==> config.mk <==
export PLATFORM = sky130hd
export DESIGN_NAME = vec_host_sequencer_flat
export DESIGN_NICKNAME = d
export VERILOG_FILES = /design/src/rtl/vec_host_sequencer_if.sv /design/src/rtl/vec_host_sequencer.sv /design/src/flat_wrapper.sv
export SDC_FILE = /design/constraint.sdc
export NUM_CORES = 1
export LEC_CHECK = 0
export ABC_AREA = 1
export CORE_MARGIN = 3
export CORE_UTILIZATION = 40
export DETAILED_ROUTE_END_ITERATION = 16
export PLACE_DENSITY = 0.83
export SLEW_MARGIN = 20
export SYNTH_ARGS = -nofsm -noshare
export SYNTH_HDL_FRONTEND = slang
export SYNTH_SLANG_ARGS = --single-unit
export TNS_END_PERCENT = 100
==> constraint.sdc <==
create_clock -name clk_i -period 1.8 [get_ports clk_i]
set_clock_uncertainty 0.05 [all_clocks]
set_input_delay 0.18 -clock clk_i [delete_from_list [all_inputs] [get_ports clk_i]]
set_output_delay 0.18 -clock clk_i [all_outputs]
set_load 0.005 [all_outputs]
==> src/rtl/vec_host_sequencer_if.sv <==
`default_nettype none
// ============================================================================
//  Module      : vec_host_sequencer_if
//  Description : Bundles the host command channel, the accelerator channel
//                and the result/status signals of vec_host_sequencer.
//                Signal names keep their direction suffix as seen from the
//                sequencer (_i = into the sequencer, _o = out of it).
//  Modports    : slave  - the sequencer itself
//                master - the environment (host + accelerator) around it
//  Ports       : cmd_*   host command (valid/ready, op, A/B/D addr, scalar,
//                        write data)
//                acc_*   accelerator request (valid/ready), completion,
//                        read data (r_v/yumi)
//                res_*   read result (valid/yumi)
//                busy_o, err_timeout_o, err_clear_i, cmd_count_o status
//  Revision    : 1.0  initial release
// ============================================================================
interface vec_host_sequencer_if #(
   parameter int els_p  = 16,
   parameter int vlen_p = 4,
   parameter int vdw_p  = 8
);
   localparam int c_AW = (els_p > 1) ? $clog2(els_p) : 1;
   localparam int c_DW = vlen_p * vdw_p;

   // host command channel
   logic              cmd_v_i;
   logic              cmd_ready_o;
   logic [3:0]        cmd_op_i;
   logic [c_AW-1:0]   cmd_addrA_i;
   logic [c_AW-1:0]   cmd_addrB_i;
   logic [c_AW-1:0]   cmd_addrD_i;
   logic [vdw_p-1:0]  cmd_scalar_i;
   logic [c_DW-1:0]   cmd_data_i;

   // accelerator channel
   logic [3:0]        acc_op_o;
   logic [c_AW-1:0]   acc_addrA_o;
   logic [c_AW-1:0]   acc_addrB_o;
   logic [c_AW-1:0]   acc_addrD_o;
   logic [vdw_p-1:0]  acc_scalar_o;
   logic [c_DW-1:0]   acc_w_data_o;
   logic              acc_v_o;
   logic              acc_ready_i;
   logic              acc_done_i;
   logic [c_DW-1:0]   acc_r_data_i;
   logic              acc_r_v_i;
   logic              acc_yumi_o;

   // result and status
   logic              res_v_o;
   logic [c_DW-1:0]   res_data_o;
   logic              res_yumi_i;
   logic              busy_o;
   logic              err_timeout_o;
   logic              err_clear_i;
   logic [15:0]       cmd_count_o;

   modport slave (
      input  cmd_v_i, cmd_op_i, cmd_addrA_i, cmd_addrB_i, cmd_addrD_i,
             cmd_scalar_i, cmd_data_i,
             acc_ready_i, acc_done_i, acc_r_data_i, acc_r_v_i,
             res_yumi_i, err_clear_i,
      output cmd_ready_o,
             acc_op_o, acc_addrA_o, acc_addrB_o, acc_addrD_o, acc_scalar_o,
             acc_w_data_o, acc_v_o, acc_yumi_o,
             res_v_o, res_data_o, busy_o, err_timeout_o, cmd_count_o
   );

   modport master (
      output cmd_v_i, cmd_op_i, cmd_addrA_i, cmd_addrB_i, cmd_addrD_i,
             cmd_scalar_i, cmd_data_i,
             acc_ready_i, acc_done_i, acc_r_data_i, acc_r_v_i,
             res_yumi_i, err_clear_i,
      input  cmd_ready_o,
             acc_op_o, acc_addrA_o, acc_addrB_o, acc_addrD_o, acc_scalar_o,
             acc_w_data_o, acc_v_o, acc_yumi_o,
             res_v_o, res_data_o, busy_o, err_timeout_o, cmd_count_o
   );
endinterface
`default_nettype wire

==> src/rtl/vec_host_sequencer.sv <==
`default_nettype none
// ============================================================================
//  Module      : vec_host_sequencer
//  Description : Accepts one vector command at a time from a host, issues it
//                to a vector accelerator, waits for completion (with a
//                timeout), and for read commands presents the returned
//                vector to the host until it is consumed.
//  Ports       : clk_i      clock
//                reset_n_i  asynchronous active-low reset
//                bus        vec_host_sequencer_if.slave (command, accelerator,
//                           result and status signals)
//  Revision    : 1.0  initial release
// ============================================================================
module vec_host_sequencer #(
   parameter int els_p     = 16,
   parameter int vlen_p    = 4,
   parameter int vdw_p     = 8,
   parameter int timeout_p = 1024
) (
   input  logic                 clk_i,
   input  logic                 reset_n_i,
   vec_host_sequencer_if.slave  bus
);

   localparam int c_AW = (els_p > 1) ? $clog2(els_p) : 1;
   localparam int c_DW = vlen_p * vdw_p;
   localparam int c_TW = (timeout_p > 1) ? $clog2(timeout_p) : 1;

   // last WAIT cycle index before the command is abandoned
   localparam logic [c_TW-1:0] c_TO_LAST = c_TW'(timeout_p - 1);
   localparam logic [3:0]      c_OP_READ = 4'b1000;

   localparam logic [1:0] c_ST_IDLE  = 2'd0;
   localparam logic [1:0] c_ST_ISSUE = 2'd1;
   localparam logic [1:0] c_ST_WAIT  = 2'd2;
   localparam logic [1:0] c_ST_RESP  = 2'd3;

   // ---------------------------------------------------------------------
   // Registers
   // ---------------------------------------------------------------------
   logic [1:0]        r_state;
   logic [3:0]        r_op;
   logic [c_AW-1:0]   r_addr_a;
   logic [c_AW-1:0]   r_addr_b;
   logic [c_AW-1:0]   r_addr_d;
   logic [vdw_p-1:0]  r_scalar;
   logic [c_DW-1:0]   r_wdata;
   logic [c_TW-1:0]   r_wait_cnt;
   logic [c_DW-1:0]   r_res_data;
   logic              r_err;
   logic [15:0]       r_cmd_count;

   // ---------------------------------------------------------------------
   // Combinational signals
   // ---------------------------------------------------------------------
   logic [1:0]  w_state_nxt;
   logic        w_is_read;
   logic        w_rd_ret;
   logic        w_complete;
   logic        w_timeout;
   logic        w_cmd_fire;
   logic        w_capture;
   logic        w_count_inc;
   logic        w_err_set;
   logic        w_cmd_ready;
   logic        w_busy;
   logic        w_acc_v;
   logic        w_acc_yumi;
   logic        w_res_v;

   assign w_is_read  = (r_op == c_OP_READ);
   // a read finishes only when done and returned data coincide
   assign w_rd_ret   = bus.acc_done_i & bus.acc_r_v_i;
   assign w_complete = w_is_read ? w_rd_ret : bus.acc_done_i;
   // completion on the last allowed cycle still counts as success
   assign w_timeout  = (r_wait_cnt == c_TO_LAST) & ~w_complete;

   // ---------------------------------------------------------------------
   // FSM: state register
   // ---------------------------------------------------------------------
   always_ff @(posedge clk_i or negedge reset_n_i) begin
      if (!reset_n_i) begin
         r_state <= c_ST_IDLE;
      end else begin
         r_state <= w_state_nxt;
      end
   end

   // ---------------------------------------------------------------------
   // FSM: next-state logic
   // ---------------------------------------------------------------------
   always_comb begin
      w_state_nxt = r_state;
      case (r_state)
         c_ST_IDLE: begin
            if (bus.cmd_v_i) begin
               w_state_nxt = c_ST_ISSUE;
            end
         end
         c_ST_ISSUE: begin
            if (bus.acc_ready_i) begin
               w_state_nxt = c_ST_WAIT;
            end
         end
         c_ST_WAIT: begin
            if (w_complete) begin
               w_state_nxt = w_is_read ? c_ST_RESP : c_ST_IDLE;
            end else if (w_timeout) begin
               w_state_nxt = c_ST_IDLE;
            end
         end
         c_ST_RESP: begin
            if (bus.res_yumi_i) begin
               w_state_nxt = c_ST_IDLE;
            end
         end
         default: w_state_nxt = c_ST_IDLE;
      endcase
   end

   // ---------------------------------------------------------------------
   // FSM: outputs and datapath strobes
   // ---------------------------------------------------------------------
   always_comb begin
      w_cmd_ready = 1'b0;
      w_busy      = 1'b1;
      w_acc_v     = 1'b0;
      w_acc_yumi  = 1'b0;
      w_res_v     = 1'b0;
      w_cmd_fire  = 1'b0;
      w_capture   = 1'b0;
      w_count_inc = 1'b0;
      w_err_set   = 1'b0;
      case (r_state)
         c_ST_IDLE: begin
            w_cmd_ready = 1'b1;
            w_busy      = 1'b0;
            w_cmd_fire  = bus.cmd_v_i;
         end
         c_ST_ISSUE: begin
            w_acc_v = 1'b1;
         end
         c_ST_WAIT: begin
            w_acc_yumi  = w_is_read & w_rd_ret;
            w_capture   = w_is_read & w_rd_ret;
            w_count_inc = w_complete;
            w_err_set   = w_timeout;
         end
         c_ST_RESP: begin
            w_res_v = 1'b1;
         end
         default: begin
            w_busy = 1'b1;
         end
      endcase
   end

   // ---------------------------------------------------------------------
   // Command field capture; held until the next accepted command so the
   // accelerator sees stable fields through ISSUE and WAIT.
   // ---------------------------------------------------------------------
   always_ff @(posedge clk_i or negedge reset_n_i) begin
      if (!reset_n_i) begin
         r_op     <= '0;
         r_addr_a <= '0;
         r_addr_b <= '0;
         r_addr_d <= '0;
         r_scalar <= '0;
         r_wdata  <= '0;
      end else if (w_cmd_fire) begin
         r_op     <= bus.cmd_op_i;
         r_addr_a <= bus.cmd_addrA_i;
         r_addr_b <= bus.cmd_addrB_i;
         r_addr_d <= bus.cmd_addrD_i;
         r_scalar <= bus.cmd_scalar_i;
         r_wdata  <= bus.cmd_data_i;
      end
   end

   // ---------------------------------------------------------------------
   // WAIT cycle counter: held at zero in ISSUE so it starts from zero on
   // the first WAIT cycle; WAIT is always left by the time it reaches
   // c_TO_LAST, so it never wraps.
   // ---------------------------------------------------------------------
   always_ff @(posedge clk_i or negedge reset_n_i) begin
      if (!reset_n_i) begin
         r_wait_cnt <= '0;
      end else if (r_state == c_ST_WAIT) begin
         r_wait_cnt <= r_wait_cnt + 1'b1;
      end else begin
         r_wait_cnt <= '0;
      end
   end

   // ---------------------------------------------------------------------
   // Result data, sticky timeout flag (set beats clear), completion count
   // ---------------------------------------------------------------------
   always_ff @(posedge clk_i or negedge reset_n_i) begin
      if (!reset_n_i) begin
         r_res_data  <= '0;
         r_err       <= 1'b0;
         r_cmd_count <= '0;
      end else begin
         if (w_capture) begin
            r_res_data <= bus.acc_r_data_i;
         end
         if (w_err_set) begin
            r_err <= 1'b1;
         end else if (bus.err_clear_i) begin
            r_err <= 1'b0;
         end
         if (w_count_inc) begin
            r_cmd_count <= r_cmd_count + 16'd1;
         end
      end
   end

   // ---------------------------------------------------------------------
   // Output drive
   // ---------------------------------------------------------------------
   assign bus.cmd_ready_o   = w_cmd_ready;
   assign bus.busy_o        = w_busy;
   assign bus.acc_v_o       = w_acc_v;
   assign bus.acc_yumi_o    = w_acc_yumi;
   assign bus.res_v_o       = w_res_v;
   assign bus.acc_op_o      = r_op;
   assign bus.acc_addrA_o   = r_addr_a;
   assign bus.acc_addrB_o   = r_addr_b;
   assign bus.acc_addrD_o   = r_addr_d;
   assign bus.acc_scalar_o  = r_scalar;
   assign bus.acc_w_data_o  = r_wdata;
   assign bus.res_data_o    = r_res_data;
   assign bus.err_timeout_o = r_err;
   assign bus.cmd_count_o   = r_cmd_count;

endmodule
`default_nettype wire

==> src/flat_wrapper.sv <==
// flat-port wrapper written by rule: the top's interface ports become plain ports
module vec_host_sequencer_flat 
#(
   parameter int els_p     = 16,
   parameter int vlen_p    = 4,
   parameter int vdw_p     = 8,
   parameter int timeout_p = 1024
)
  (clk_i, reset_n_i, bus_cmd_v_i, bus_cmd_op_i, bus_cmd_addrA_i, bus_cmd_addrB_i, bus_cmd_addrD_i, bus_cmd_scalar_i, bus_cmd_data_i, bus_acc_ready_i, bus_acc_done_i, bus_acc_r_data_i, bus_acc_r_v_i, bus_res_yumi_i, bus_err_clear_i, bus_cmd_ready_o, bus_acc_op_o, bus_acc_addrA_o, bus_acc_addrB_o, bus_acc_addrD_o, bus_acc_scalar_o, bus_acc_w_data_o, bus_acc_v_o, bus_acc_yumi_o, bus_res_v_o, bus_res_data_o, bus_busy_o, bus_err_timeout_o, bus_cmd_count_o);
  vec_host_sequencer_if #(.els_p(els_p), .vlen_p(vlen_p), .vdw_p(vdw_p)) bus_i ();
  input  logic clk_i;
  input  logic reset_n_i;
  input wire logic [$bits(bus_i.cmd_v_i)-1:0] bus_cmd_v_i;
  input wire logic [$bits(bus_i.cmd_op_i)-1:0] bus_cmd_op_i;
  input wire logic [$bits(bus_i.cmd_addrA_i)-1:0] bus_cmd_addrA_i;
  input wire logic [$bits(bus_i.cmd_addrB_i)-1:0] bus_cmd_addrB_i;
  input wire logic [$bits(bus_i.cmd_addrD_i)-1:0] bus_cmd_addrD_i;
  input wire logic [$bits(bus_i.cmd_scalar_i)-1:0] bus_cmd_scalar_i;
  input wire logic [$bits(bus_i.cmd_data_i)-1:0] bus_cmd_data_i;
  input wire logic [$bits(bus_i.acc_ready_i)-1:0] bus_acc_ready_i;
  input wire logic [$bits(bus_i.acc_done_i)-1:0] bus_acc_done_i;
  input wire logic [$bits(bus_i.acc_r_data_i)-1:0] bus_acc_r_data_i;
  input wire logic [$bits(bus_i.acc_r_v_i)-1:0] bus_acc_r_v_i;
  input wire logic [$bits(bus_i.res_yumi_i)-1:0] bus_res_yumi_i;
  input wire logic [$bits(bus_i.err_clear_i)-1:0] bus_err_clear_i;
  output wire logic [$bits(bus_i.cmd_ready_o)-1:0] bus_cmd_ready_o;
  output wire logic [$bits(bus_i.acc_op_o)-1:0] bus_acc_op_o;
  output wire logic [$bits(bus_i.acc_addrA_o)-1:0] bus_acc_addrA_o;
  output wire logic [$bits(bus_i.acc_addrB_o)-1:0] bus_acc_addrB_o;
  output wire logic [$bits(bus_i.acc_addrD_o)-1:0] bus_acc_addrD_o;
  output wire logic [$bits(bus_i.acc_scalar_o)-1:0] bus_acc_scalar_o;
  output wire logic [$bits(bus_i.acc_w_data_o)-1:0] bus_acc_w_data_o;
  output wire logic [$bits(bus_i.acc_v_o)-1:0] bus_acc_v_o;
  output wire logic [$bits(bus_i.acc_yumi_o)-1:0] bus_acc_yumi_o;
  output wire logic [$bits(bus_i.res_v_o)-1:0] bus_res_v_o;
  output wire logic [$bits(bus_i.res_data_o)-1:0] bus_res_data_o;
  output wire logic [$bits(bus_i.busy_o)-1:0] bus_busy_o;
  output wire logic [$bits(bus_i.err_timeout_o)-1:0] bus_err_timeout_o;
  output wire logic [$bits(bus_i.cmd_count_o)-1:0] bus_cmd_count_o;
  assign bus_i.cmd_v_i = bus_cmd_v_i;
  assign bus_i.cmd_op_i = bus_cmd_op_i;
  assign bus_i.cmd_addrA_i = bus_cmd_addrA_i;
  assign bus_i.cmd_addrB_i = bus_cmd_addrB_i;
  assign bus_i.cmd_addrD_i = bus_cmd_addrD_i;
  assign bus_i.cmd_scalar_i = bus_cmd_scalar_i;
  assign bus_i.cmd_data_i = bus_cmd_data_i;
  assign bus_i.acc_ready_i = bus_acc_ready_i;
  assign bus_i.acc_done_i = bus_acc_done_i;
  assign bus_i.acc_r_data_i = bus_acc_r_data_i;
  assign bus_i.acc_r_v_i = bus_acc_r_v_i;
  assign bus_i.res_yumi_i = bus_res_yumi_i;
  assign bus_i.err_clear_i = bus_err_clear_i;
  assign bus_cmd_ready_o = bus_i.cmd_ready_o;
  assign bus_acc_op_o = bus_i.acc_op_o;
  assign bus_acc_addrA_o = bus_i.acc_addrA_o;
  assign bus_acc_addrB_o = bus_i.acc_addrB_o;
  assign bus_acc_addrD_o = bus_i.acc_addrD_o;
  assign bus_acc_scalar_o = bus_i.acc_scalar_o;
  assign bus_acc_w_data_o = bus_i.acc_w_data_o;
  assign bus_acc_v_o = bus_i.acc_v_o;
  assign bus_acc_yumi_o = bus_i.acc_yumi_o;
  assign bus_res_v_o = bus_i.res_v_o;
  assign bus_res_data_o = bus_i.res_data_o;
  assign bus_busy_o = bus_i.busy_o;
  assign bus_err_timeout_o = bus_i.err_timeout_o;
  assign bus_cmd_count_o = bus_i.cmd_count_o;
  vec_host_sequencer #(.els_p(els_p), .vlen_p(vlen_p), .vdw_p(vdw_p), .timeout_p(timeout_p)) u_core (.clk_i(clk_i), .reset_n_i(reset_n_i), .bus(bus_i));
endmodule
==> load_flow_metrics.sql, run 1 <==
INSERT INTO impl_metrics (metric_group, metric, value, unit) VALUES
('timing', 'unrepaired_setup_endpoints_after_global_routing', 'false', ''),
('timing', 'worst_slew_margin_rel', '0.7698', ''),
('global_route', 'grt_usage', '0.1964', ''),
('yosys', 'synthesis.nets', '590', ''),
('yosys', 'synth-edff-count', '0', ''),
('routing', 'vias', '4213', ''),
('run_status', 'run_status', 'finished clean', ''),
('yosys', 'dominant_register_cell_in_the_synthesized_netlist', 'sky130_fd_sc_hd__dfrtp_1', ''),
('cells_and_area', 'post_route_cells_drive_above_1_share', '0.1552', ''),
('critical_path', 'slowest_delay', '0.39', 'ns'),
('yosys', 'yosysSeqAreaShare', '0.5754', ''),
('routing', 'routedWlPerCell', '15.08', 'microns'),
('floorplanning', 'row_count', '40', ''),
('critical_path', 'ff2ff_setup_slack', '0.20', 'ns'),
('yosys', 'post_synth_main_area_contributors', 'sky130_fd_sc_hd__dfrtp_1 58%, sky130_fd_sc_hd__nand2_1 13%, sky130_fd_sc_hd__mux2_4 8.3%', ''),
('global_route', 'busiest_layer', 'met2', ''),
('critical_path', 'path_buf_inv', '3', ''),
('place', 'dp_worst_setup_slack', '-0.03192', 'ns'),
('critical_path', 'cpLargestDelayFamily', 'buffers and inverters', ''),
('critical_path', 'worstPathArrival', '1.47', 'ns'),
('clock_tree', 'inserted_clock_buffers', '17', ''),
('critical_path', 'critPathCaptureType', 'primary output', ''),
('critical_path', 'path_depth', '4', ''),
('routing', 'drt_iter0_markers', '221', ''),
('cells_and_area', 'fillCellCount', '978', ''),
('critical_path', 'required', '1.57', 'ns'),
('global_route', 'use_met1', '0.2238', ''),
('timing', 'worst_slew_pin_slew', '0.3453', 'ns'),
('yosys', 'synth_simple_gate_area_frac', '0.2004', ''),
('global_route', 'first_global_vias', '4433', ''),
('yosys', 'netlist_instances', '492', ''),
('timing', 'report.final.slew_viol_count', '0', ''),
('yosys', 'synth_largest_area_cell', 'sky130_fd_sc_hd__dfrtp_1', ''),
('cells_and_area', 'stdcell_area', '0.008028', 'sq mm'),
('clock_tree', 'cts_root_buffer', 'sky130_fd_sc_hd__clkbuf_16', ''),
('global_route', 'met3_layer_usage_reported_by_global_route', '0.08038', ''),
('timing', 'report.final.hold_viol_count', '0', ''),
('yosys', 'post_synth_xor_area_fraction', '0.01205', ''),
('routing', 'drtPass1Iterations', '5', ''),
('yosys', 'synth.most_common_cell', 'sky130_fd_sc_hd__nand2_1', ''),
('clock_tree', 'worst_setup_hold_path_clk_slew', '0.05', 'ns'),
('timing', 'report.final.setup_viol', '0', ''),
('floorplanning', 'dieHeight', '118.8', 'microns'),
('floorplanning', 'die_w', '118.8', 'microns'),
('timing', 'post-route-worst-setup-slack', '0.09795', 'ns'),
('global_route', 'globalRouteMet2Util', '0.3350', ''),
('place', 'dpl.cell_count', '861', ''),
('global_route', 'largest_net_degree_at_the_start_of_global_routing', '64', ''),
('routing', 'routed_wire_length', '13.51', 'mm'),
('critical_path', 'critical_path_class', 'flop to primary output', ''),
('yosys', 'synth_top_area_frac', '0.5754', ''),
('place', 'placed_area', '0.007362', 'sq mm'),
('clock_tree', 'cts_tree', 'done', ''),
('global_route', 'wire_length_of_the_first_global_routing_pass', '22.14', 'mm'),
('place', 'final_weighted_congestion_in_routability_driven_placement', '0.8629', ''),
('global_route', 'grt_antenna_before_repair', '0', ''),
('cells_and_area', 'finalNetCount', '813', ''),
('critical_path', 'cp_cell_sequence', 'buf_4 > nor2_4 > inv_1 > dlygate4sd2_1', ''),
('clock_tree', 'clock_latency', '0.41', 'ns'),
('yosys', 'syn-mean-instance-area', '10.34', 'sq um'),
('cells_and_area', 'flow.area_growth_from_synthesis', '57.76', '%'),
('critical_path', 'critPathMaxFanout', '5', ''),
('power', 'power_leakage', '3.740', 'nW'),
('place', 'port-buffer-count', '205', ''),
('yosys', 'synthesis.area', '0.005089', 'sq mm'),
('power', 'ir_drop', '0.0008762', 'V'),
('clock_tree', 'cts_max_path_buffers', '2', ''),
('global_route', 'global_route.overflow_total', '0', ''),
('timing', 'fin_crit', '1.702', 'ns'),
('cells_and_area', 'non_filler_cells_final', '896', ''),
('critical_path', 'r2r-end', 'u_core.r_state[1]$_DFFE_PN0P_', '');
worst max-delay path by stage:
stage                                  start  slack (ns)                                      end
2_1_floorplan  u_core.r_state[1]$_DFFE_PN0P_        0.38  u_core.bus.acc_w_data_o[10]$_DFFE_PN0P_
3_3_place_gp                  bus_acc_done_i       -0.03                           bus_acc_yumi_o
3_5_place_dp                  bus_acc_done_i       -0.03                           bus_acc_yumi_o
4_1_cts        u_core.r_state[1]$_DFFE_PN0P_        0.03                              bus_res_v_o
5_1_grt        u_core.r_state[1]$_DFFE_PN0P_        0.03                               bus_busy_o
6_report       u_core.r_state[1]$_DFFE_PN0P_         0.1                               bus_busy_o
logic make-up (layout without fill, tap and decap cells):
logic type               count (synthesis)  count (layout)
AND/OR/NAND/NOR                        247             247
flip-flops                             117             117
multiplexers                            55              55
buffers and inverters                   43             279
AO/OA/AOI/OAI                           21              21
XOR/XNOR                                 7               7
adder cells (fa/ha/maj)                  2               2
per-stage QoR:
step,utilization,setup TNS (ns)
6_report,0.6574,0
5_1_grt,0.6574,0
4_1_cts,0.6575,0
3_5_place_dp,0.6029,-0.03192
3_3_place_gp,0.6029,-0.02923
2_1_floorplan,-,0
routing by layer:
layer,up-vias,wire length (microns),share of wire
met5,-,0,0
met1,2020,5303,0.39
met4,0,201,0.015
met2,161,6853,0.51
met3,19,1151,0.085
li1,2013,-,-
flip-flops by register name, summed over array words and instances (netlist names):
signal,count
u_core.bus.acc_w_data_o,32
u_core.bus.acc_addrA_o,4
u_core.r_wait_cnt,10
u_core.bus.err_timeout_o,1
u_core.bus.acc_scalar_o,8
u_core.bus.acc_op_o,4
u_core.bus.cmd_count_o,16
u_core.bus.acc_addrB_o,4
u_core.bus.acc_addrD_o,4
u_core.r_state,2
u_core.bus.res_data_o,32
layout make-up:
type,count,area (sq um),area share
sequential,117,2929,0.3649
clock inverter,7,115.1,0.01434
inverter,29,112.6,0.01403
clock buffer,25,525.5,0.06546
tap,168,210.2,0.02618
timing repair buffer,218,2193,0.2732
multi-input combinational,332,1942,0.2419
report_power, final:
group	switching [mW]	internal, mW
sequential	0.621	3.61
combinational	1.60	2.96
clock	1.14	2.43
placed cells by master (no fill, tap or decap), types with 9 or more instances in the layout:
| cell | instances |
|---|---|
| sky130_fd_sc_hd__mux2_4 | 28 |
| sky130_fd_sc_hd__nand3_1 | 13 |
| sky130_fd_sc_hd__o21ai_0 | 9 |
| sky130_fd_sc_hd__buf_4 | 9 |
| sky130_fd_sc_hd__clkbuf_16 | 17 |
| sky130_fd_sc_hd__nand2_1 | 182 |
| sky130_fd_sc_hd__dfrtp_1 | 116 |
| sky130_fd_sc_hd__mux2_2 | 27 |
| sky130_fd_sc_hd__clkdlybuf4s50_1 | 199 |
| sky130_fd_sc_hd__nor2_1 | 37 |
| sky130_fd_sc_hd__inv_1 | 25 |
timing repair:
action / CTS / global route
setup endpoints to repair: 5 / 2
gates resized for setup: 7 / 3
hold endpoints to repair: 117 / 0
cloned: 0 / 0
hold buffers: 1 / 0
setup buffers: 2 / 0
No activity file was read; power rests on OpenSTA's default activity.
==> run 2, diff against run 1 <==
Settings changed: RECOVER_POWER from default to 100, SETUP_SLACK_MARGIN from default to 0.15, SLEW_MARGIN 20 to 30.
==> run 2 against run 1 <==
  * Clock-buffer cell count unchanged
  * Hold slack better by 0.0051 ns
  * Combinational power down 11%
  * Worst setup slack better by 0.038 ns
  * Total power shrank 4.3%
  * Final cell count grew 0.11%
  * Non-clock buffer count increased by 1
  * Sequential cell count unchanged
  * Design area shrank 1.0%
  * Maximum frequency up 2.3%
  * Critical path type unchanged
==> load_flow_metrics.sql, run 2 (synthesized netlist as in run 1, its figures left out) <==
INSERT INTO impl_metrics (metric_group, metric, value, unit) VALUES
('critical_path', 'crit_start', 'u_core.bus.acc_op_o[1]$_DFFE_PN0P_', ''),
('place', 'dp.final_hpwl', '9.859', 'mm'),
('critical_path', 'critPathMaxFanout', '3', ''),
('cells_and_area', 'flow.area_growth_from_synthesis', '56.16', '%'),
('clock_tree', 'clock-sinks', '117', ''),
('critical_path', 'slowest_cp_cell', 'sky130_fd_sc_hd__dlygate4sd3_1', ''),
('routing', 'routed_wire_length', '13.40', 'mm'),
('critical_path', 'required', '1.57', 'ns'),
('run_status', 'run_status', 'finished clean', ''),
('global_route', 'grt_usage', '0.1966', ''),
('floorplanning', 'core-area', '0.01221', 'sq mm'),
('critical_path', 'timing.critical_path.to', 'bus_acc_op_o[1]', ''),
('routing', 'route.detailed.vias_per_inst', '4.726', ''),
('global_route', 'grt_antenna_before_repair', '0', ''),
('timing', 'report.final.setup_viol', '0', ''),
('floorplanning', 'die_area', '0.01411', 'sq mm'),
('global_route', 'wire_length_of_the_first_global_routing_pass', '22.16', 'mm'),
('clock_tree', 'clock_latency', '0.41', 'ns'),
('critical_path', 'critical_path_class', 'flop to primary output', ''),
('cells_and_area', 'fillCellCount', '997', ''),
('routing', 'drtPass1Iterations', '6', ''),
('timing', 'unrepaired_setup_endpoints_after_global_routing', 'true', ''),
('cells_and_area', 'finalNetCount', '814', ''),
('global_route', 'first_global_vias', '4436', ''),
('timing', 'post-route-worst-setup-slack', '0.1357', 'ns'),
('floorplanning', 'floorplan.initialDensity', '0.4167', ''),
('critical_path', 'path_buf_inv', '1', ''),
('critical_path', 'ff2ff_setup_slack', '0.14', 'ns'),
('clock_tree', 'inserted_clock_buffers', '17', ''),
('critical_path', 'r2r-end', 'u_core.bus.acc_w_data_o[1]$_DFFE_PN0P_', ''),
('cells_and_area', 'most_frequent_cells_in_the_layout', '183 x sky130_fd_sc_hd__nand2_1, 116 x sky130_fd_sc_hd__dfrtp_1, 103 x sky130_fd_sc_hd__clkdlybuf4s50_1', ''),
('timing', 'worst_slew_pin_slew', '0.8498', 'ns'),
('critical_path', 'cpLargestDelayFamily', 'buffers and inverters', ''),
('clock_tree', 'cts_max_path_buffers', '2', ''),
('power', 'cellPowerDensity', '1488', 'mW/mm^2'),
('power', 'power_leakage', '3.776', 'nW'),
('floorplanning', 'ioPinCount', '206', ''),
('clock_tree', 'cts_tree', 'done', ''),
('timing', 'report.final.hold_viol_count', '0', ''),
('critical_path', 'reg2reg_from', 'u_core.r_state[1]$_DFFE_PN0P_', ''),
('timing', 'post-route-period-util', '0.9246', ''),
('place', 'port-buffer-count', '205', ''),
('global_route', 'largest_net_degree_at_the_start_of_global_routing', '64', ''),
('power', 'design_power_total', '11.83', 'mW'),
('critical_path', 'path_depth', '1', ''),
('critical_path', 'slowest_delay', '0.61', 'ns'),
('timing', 'worst_slew_margin_rel', '0.4334', ''),
('critical_path', 'critical_path.startpoint_type', 'flop', ''),
('routing', 'drt_iter0_markers', '212', ''),
('floorplanning', 'row_count', '40', ''),
('routing', 'routedWlPerCell', '14.93', 'microns'),
('critical_path', 'critPathCaptureType', 'primary output', ''),
('timing', 'fmax', '0.6009', 'GHz'),
('critical_path', 'worstPathArrival', '1.43', 'ns'),
('critical_path', 'cp_cell_sequence', 'dlygate4sd3_1', ''),
('routing', 'ant_nets', '0', ''),
('place', 'final_weighted_congestion_in_routability_driven_placement', '0.8629', ''),
('critical_path', 'number_of_cells_on_the_worst_reg_to_reg_path', '6', ''),
('timing', 'fin_crit', '1.664', 'ns'),
('cells_and_area', 'commonest_non_fill_non_tap_cell_in_the_layout', 'sky130_fd_sc_hd__nand2_1', ''),
('timing', 'report.final.slew_viol_count', '0', ''),
('global_route', 'global_route.overflow_total', '0', ''),
('clock_tree', 'ctsHtreeMaxLevel', '4', ''),
('clock_tree', 'worst_setup_hold_path_clk_slew', '0.05', 'ns'),
('cells_and_area', 'post_route_cells_drive_above_1_share', '0.1358', ''),
('floorplanning', 'dieHeight', '118.8', 'microns'),
('worst_hold_path', 'worst_hold_path_type', 'input port to asynchronous set/reset pin', ''),
('routing', 'vias', '4239', ''),
('routing', 'drc', '0', ''),
('floorplanning', 'die_w', '118.8', 'microns'),
('power', 'ir_drop', '0.0008390', 'V'),
('run', 'max-cap-violations', '0', ''),
('place', 'dp_worst_setup_slack', '-0.03192', 'ns'),
('clock_tree', 'cts_root_buffer', 'sky130_fd_sc_hd__clkbuf_16', ''),
('cells_and_area', 'count_of_inserted_antenna_diode_cells', '0', '');
==> run 2: changes by cell type in the layout (fill, tap and decap cells not counted), sizes merged <==
cell and delta:
dlymetal6s2s -1, clkdlybuf4s50 -96, dlygate4sd2 -2, clkbuf +8, buf -6, dlygate4sd3 +96
clkdlybuf4s25 +2
==> run 2: layer usage <==
layer,up-vias,part of all wire,wire (microns),global-route usage
li1,2019,-,-,-
met1,2027,0.39,5205,0.2242
met2,172,0.51,6817,0.3350
met3,21,0.088,1175,0.08086
met4,0,0.015,198,0.06445
met5,-,0,0,0
==> run 2: power breakdown <==
group | leakage (nW) | switching, mW | internal (mW)
Sequential | 1.48 | 0.572 | 3.60
Clock | 0.312 | 1.14 | 2.43
Combinational | 1.99 | 1.59 | 2.50
Total | 3.78 | 3.30 | 8.53
==> run 2: worst min path at each step <==
stage	from	end	depth (start not counted)
2_1_floorplan	reset_n_i	u_core.bus.acc_addrA_o[0]$_DFFE_PN0P_	0
3_3_place_gp	reset_n_i	u_core.bus.res_data_o[0]$_DFFE_PN0P_	1
3_5_place_dp	reset_n_i	u_core.bus.res_data_o[0]$_DFFE_PN0P_	1
4_1_cts	reset_n_i	u_core.bus.res_data_o[0]$_DFFE_PN0P_	2
5_1_grt	reset_n_i	u_core.bus.res_data_o[0]$_DFFE_PN0P_	2
6_report	reset_n_i	u_core.bus.res_data_o[0]$_DFFE_PN0P_	2
==> run 2: stage by stage <==
stage / hold slack (ns) / util / cell area (sq um) / TNS [ns] / instances
after floorplan: -0.1656 / - / 5089 / 0 / 492
after global placement: -0.05636 / 0.6029 / 7362 / -0.02923 / 861
after detailed placement: -0.05382 / 0.6029 / 7362 / -0.03192 / 861
after CTS: 0.05887 / 0.6576 / 8030 / 0 / 896
after global routing: 0.08014 / 0.6507 / 7946 / 0 / 897
final: 0.07714 / 0.6507 / 7946 / 0 / 897
==> run 2: final cells by class <==
class	instances	area [sq um]	share of cell area
sequential	117	2929	0.3686
timing repair buffer	219	2153	0.2710
multi-input combinational	332	1898	0.2389
clock buffer	25	525.5	0.06613
tap	168	210.2	0.02645
clock inverter	7	115.1	0.01449
inverter	29	115.1	0.01449
==> run 2: timing repair <==
action | CTS | global route
setup endpoints to repair | 5 | 20
hold buffers | 1 | 0
resized for setup | 10 | 19
endpoints found under the hold margin | 117 | 0
setup buffers | 2 | 1
pin swaps | 1 | 1
==> RTL change: new RTL, settings of run 1 <==
`els_p` is set to 16 in 3 places; all go to 32.
--- a/src/rtl/vec_host_sequencer_if.sv
+++ b/src/rtl/vec_host_sequencer_if.sv
@@ -18,3 +18,3 @@
 interface vec_host_sequencer_if #(
-   parameter int els_p  = 16,
+   parameter int els_p  = 32,
    parameter int vlen_p = 4,
--- a/src/rtl/vec_host_sequencer.sv
+++ b/src/rtl/vec_host_sequencer.sv
@@ -14,3 +14,3 @@
 module vec_host_sequencer #(
-   parameter int els_p     = 16,
+   parameter int els_p     = 32,
    parameter int vlen_p    = 4,
--- a/src/flat_wrapper.sv
+++ b/src/flat_wrapper.sv
@@ -3,3 +3,3 @@
 #(
-   parameter int els_p     = 16,
+   parameter int els_p     = 32,
    parameter int vlen_p    = 4,
Interface: changed (6 resized); port bits go from 206 to 212. The function was not compared with the original's and may differ.
==> RTL change against run 1 <==
Power shrank 4.2%; area after synthesis shrank 0.93%; critical path depth grew 1; fmax shrank 0.54%; cell count grew 1.9%; design area shrank 0.53%; sequential share of layout area grew 1.1 points; utilization shrank 0.079 points; first-iteration DRC count grew 53%; wire length grew 3.3%; sequential cell count grew 3; synthesized cell count grew 1.2%; clock power shrank 14%; setup slack lost 0.0092 ns; critical endpoint is now bus_acc_yumi_o; largest power group unchanged; highest routed layer unchanged.
==> RTL change: results (changes against run 1) <==
Logic synthesis
  – Cells after Synth: 498 (+1.2%)
  – EDFF count, synth: 0 (unchanged)
  – Post-synthesis sequential area ratio: 59.6% (+2.0 points)
  – Post-synth top flop: dfrtp_1
  – Leading post-synthesis cells by cell area: dfrtp_1, nand2_1, mux2_2
  – Ys async rst share: 100% (unchanged)
  – Post-synth cell types: 27 (-6.9%)
  – Synth top cells by count: nand2_1, dfrtp_1, mux2_2
  – Synth Warn #: 0 (unchanged)
  – Synthesized net count: 599 (+1.5%)

Drt
  – Routed via count: 4295 (+1.9%)
  – Vias per inst: 4.70 (about the same)
  – Drt first pass iters: 4 (-1)
  – DRT antenna net count: 0 (unchanged)
  – Wire length per cell: 15.3 microns (+1.3%)
  – Starting DRT DRC Count: 339 (+53%)
  – DRC: 0 (unchanged)

GRT
  – Met1 Use GR: 22.9% (+0.56 points)
  – Initial antenna violation count: 0 (unchanged)
  – GR Layer Usage met2: 36.9% (+3.4 points)
  – GRT Util Overall: 21.0% (+1.4 points)
  – Number of global-route vias before repair: 4702 (+6.1%)
  – Largest net degree at the start of global routing: 72 (+13%)
  – First-pass GRT wire length: 23200 microns (+5.0%)
  – Met3 Use GR: 8.23% (+0.19 points)

Critical path
  – Critical Path Fanout Max: 3 (-2)
  – FF-to-FF path depth: 8 (unchanged)
  – Critical Path AT: 1.48 ns
  – R2R Path Start: u_core.bus.cmd_count_o[0]
  – Reg2reg setup slack: 0.21 ns
  – RR Endpoint: u_core.bus.cmd_count_o[12]

Placed design
  – Detailed-placement wirelength estimate: 10200 microns (+3.4%)
  – Port bufs: 211 (+2.9%)
  – Dpl ws: -0.0457 ns (-0.0138 ns)
  – Placed cell count: 876 (+1.7%)
  – Routability cong.: 0.865 (+0.22%)

Layout
  – # nets final: 833 (+2.5%)
  – Filler Cell Count: 921 (-5.8%)
  – Share of post-route cells with drive strength above 1: 15.6% (+0.048 points)
  – N_diodes: 0 (unchanged)

Pwr
  – Max VDD drop: 0.775 mV (-12%)
  – Sw Share: 28.6% (+1.4 points)
  – P_leak: 3.63 nW (-2.9%)

Min path
  – Hold WC Path Type: input pin to async pin

Clock tree
  – Max Buffers Root-to-Sink: 2 (unchanged)
  – Worst skew pair latency: 0.41 ns (about the same)
  – Worst-path clk slew: 0.05 ns (about the same)
  – Num CTS Buffers: 17 (unchanged)
  – CTS root buf: clkbuf_16
  – H-tree levels: 4 (unchanged)

STA
  – Slew HR: 72.0% (-5.0 points)

Status
  – Status: completed
==> RTL change: worst max path at each step <==
stage	depth (start not counted)	slack, ns	to	start
floorplan	8	0.38	u_core.bus.cmd_count_o[12]	u_core.bus.cmd_count_o[0]
global placement	6	-0.04	bus_acc_yumi_o	bus_acc_done_i
detailed placement	6	-0.05	bus_acc_yumi_o	bus_acc_done_i
CTS	4	0.02	bus_res_v_o	u_core.r_state[0]
global route	5	0.009	bus_acc_yumi_o	u_core.bus.acc_op_o[0]
finish	5	0.09	bus_acc_yumi_o	u_core.bus.acc_op_o[0]
==> RTL change: kinds of logic after synthesis <==
group / after synthesis / share of synthesized area [%]
AOI/OAI and AO/OA: 21 / 2.11
xor gates and xnor gates: 7 / 1.22
adders and majority gates: 2 / 0.496
buffers and inverters: 43 / 3.97
DFF: 120 / 59.6
muxes: 58 / 13.0
and+or+nand+nor: 247 / 19.7
==> RTL change: worst max-delay path, cell delays in order, from the launching register on <==
cell and delay (ns):
dfrtp_1 0.40, nor2_2 0.16, buf_6 0.14, nand3_2 0.09
inv_2 0.07, clkdlybuf4s15_1 0.21
==> RTL change: per-layer routing <==
layer | part of all wire (%) | vias up
li1 | - | 2059
met1 | 38 | 2040
met2 | 51 | 174
met3 | 8.9 | 22
met4 | 1.7 | 0
met5 | 0 | -
==> RTL change: power by group through the flow <==
stage          logic [mW]  registers, mW  clock network [mW]
3_5_place_dp         4.40           4.35                   0
5_1_grt              4.82           4.48                3.25
3_3_place_gp         4.30           4.28                   0
2_1_floorplan        1.55           4.36                   0
4_1_cts              4.49           4.33                3.12
6_report             4.45           4.33                3.06
==> RTL change: final cells by class <==
class	instances	area share (%)
clock buffer	24	5.66
clock inverter	8	0.940
inverter	29	1.39
multi-input combinational	335	23.3
sequential	120	37.6
tap	168	2.63
timing repair buffer	229	28.5
==> RTL change: repair_timing <==
item | 4_1_cts | 5_1_grt
hold endpoints to repair | 27 | 0
buffers inserted | 3 | 1
setup endpoints to repair | 4 | 3
pin swaps | 1 | 1
hold buffers | 1 | 0
gates resized for setup | 9 | 5
==> RTL change: metrics by stage <==
stage | cell area [sq um] | utilization [%] | hold slack, ns | power (mW)
2_1_floorplan | 5040 | - | -0.166 | 5.91
3_3_place_gp | 7400 | 60.8 | 0.0817 | 8.59
3_5_place_dp | 7400 | 60.8 | 0.0910 | 8.75
4_1_cts | 7960 | 65.5 | 0.198 | 11.9
5_1_grt | 7990 | 65.7 | 0.247 | 12.6
6_report | 7990 | 65.7 | 0.201 | 11.8
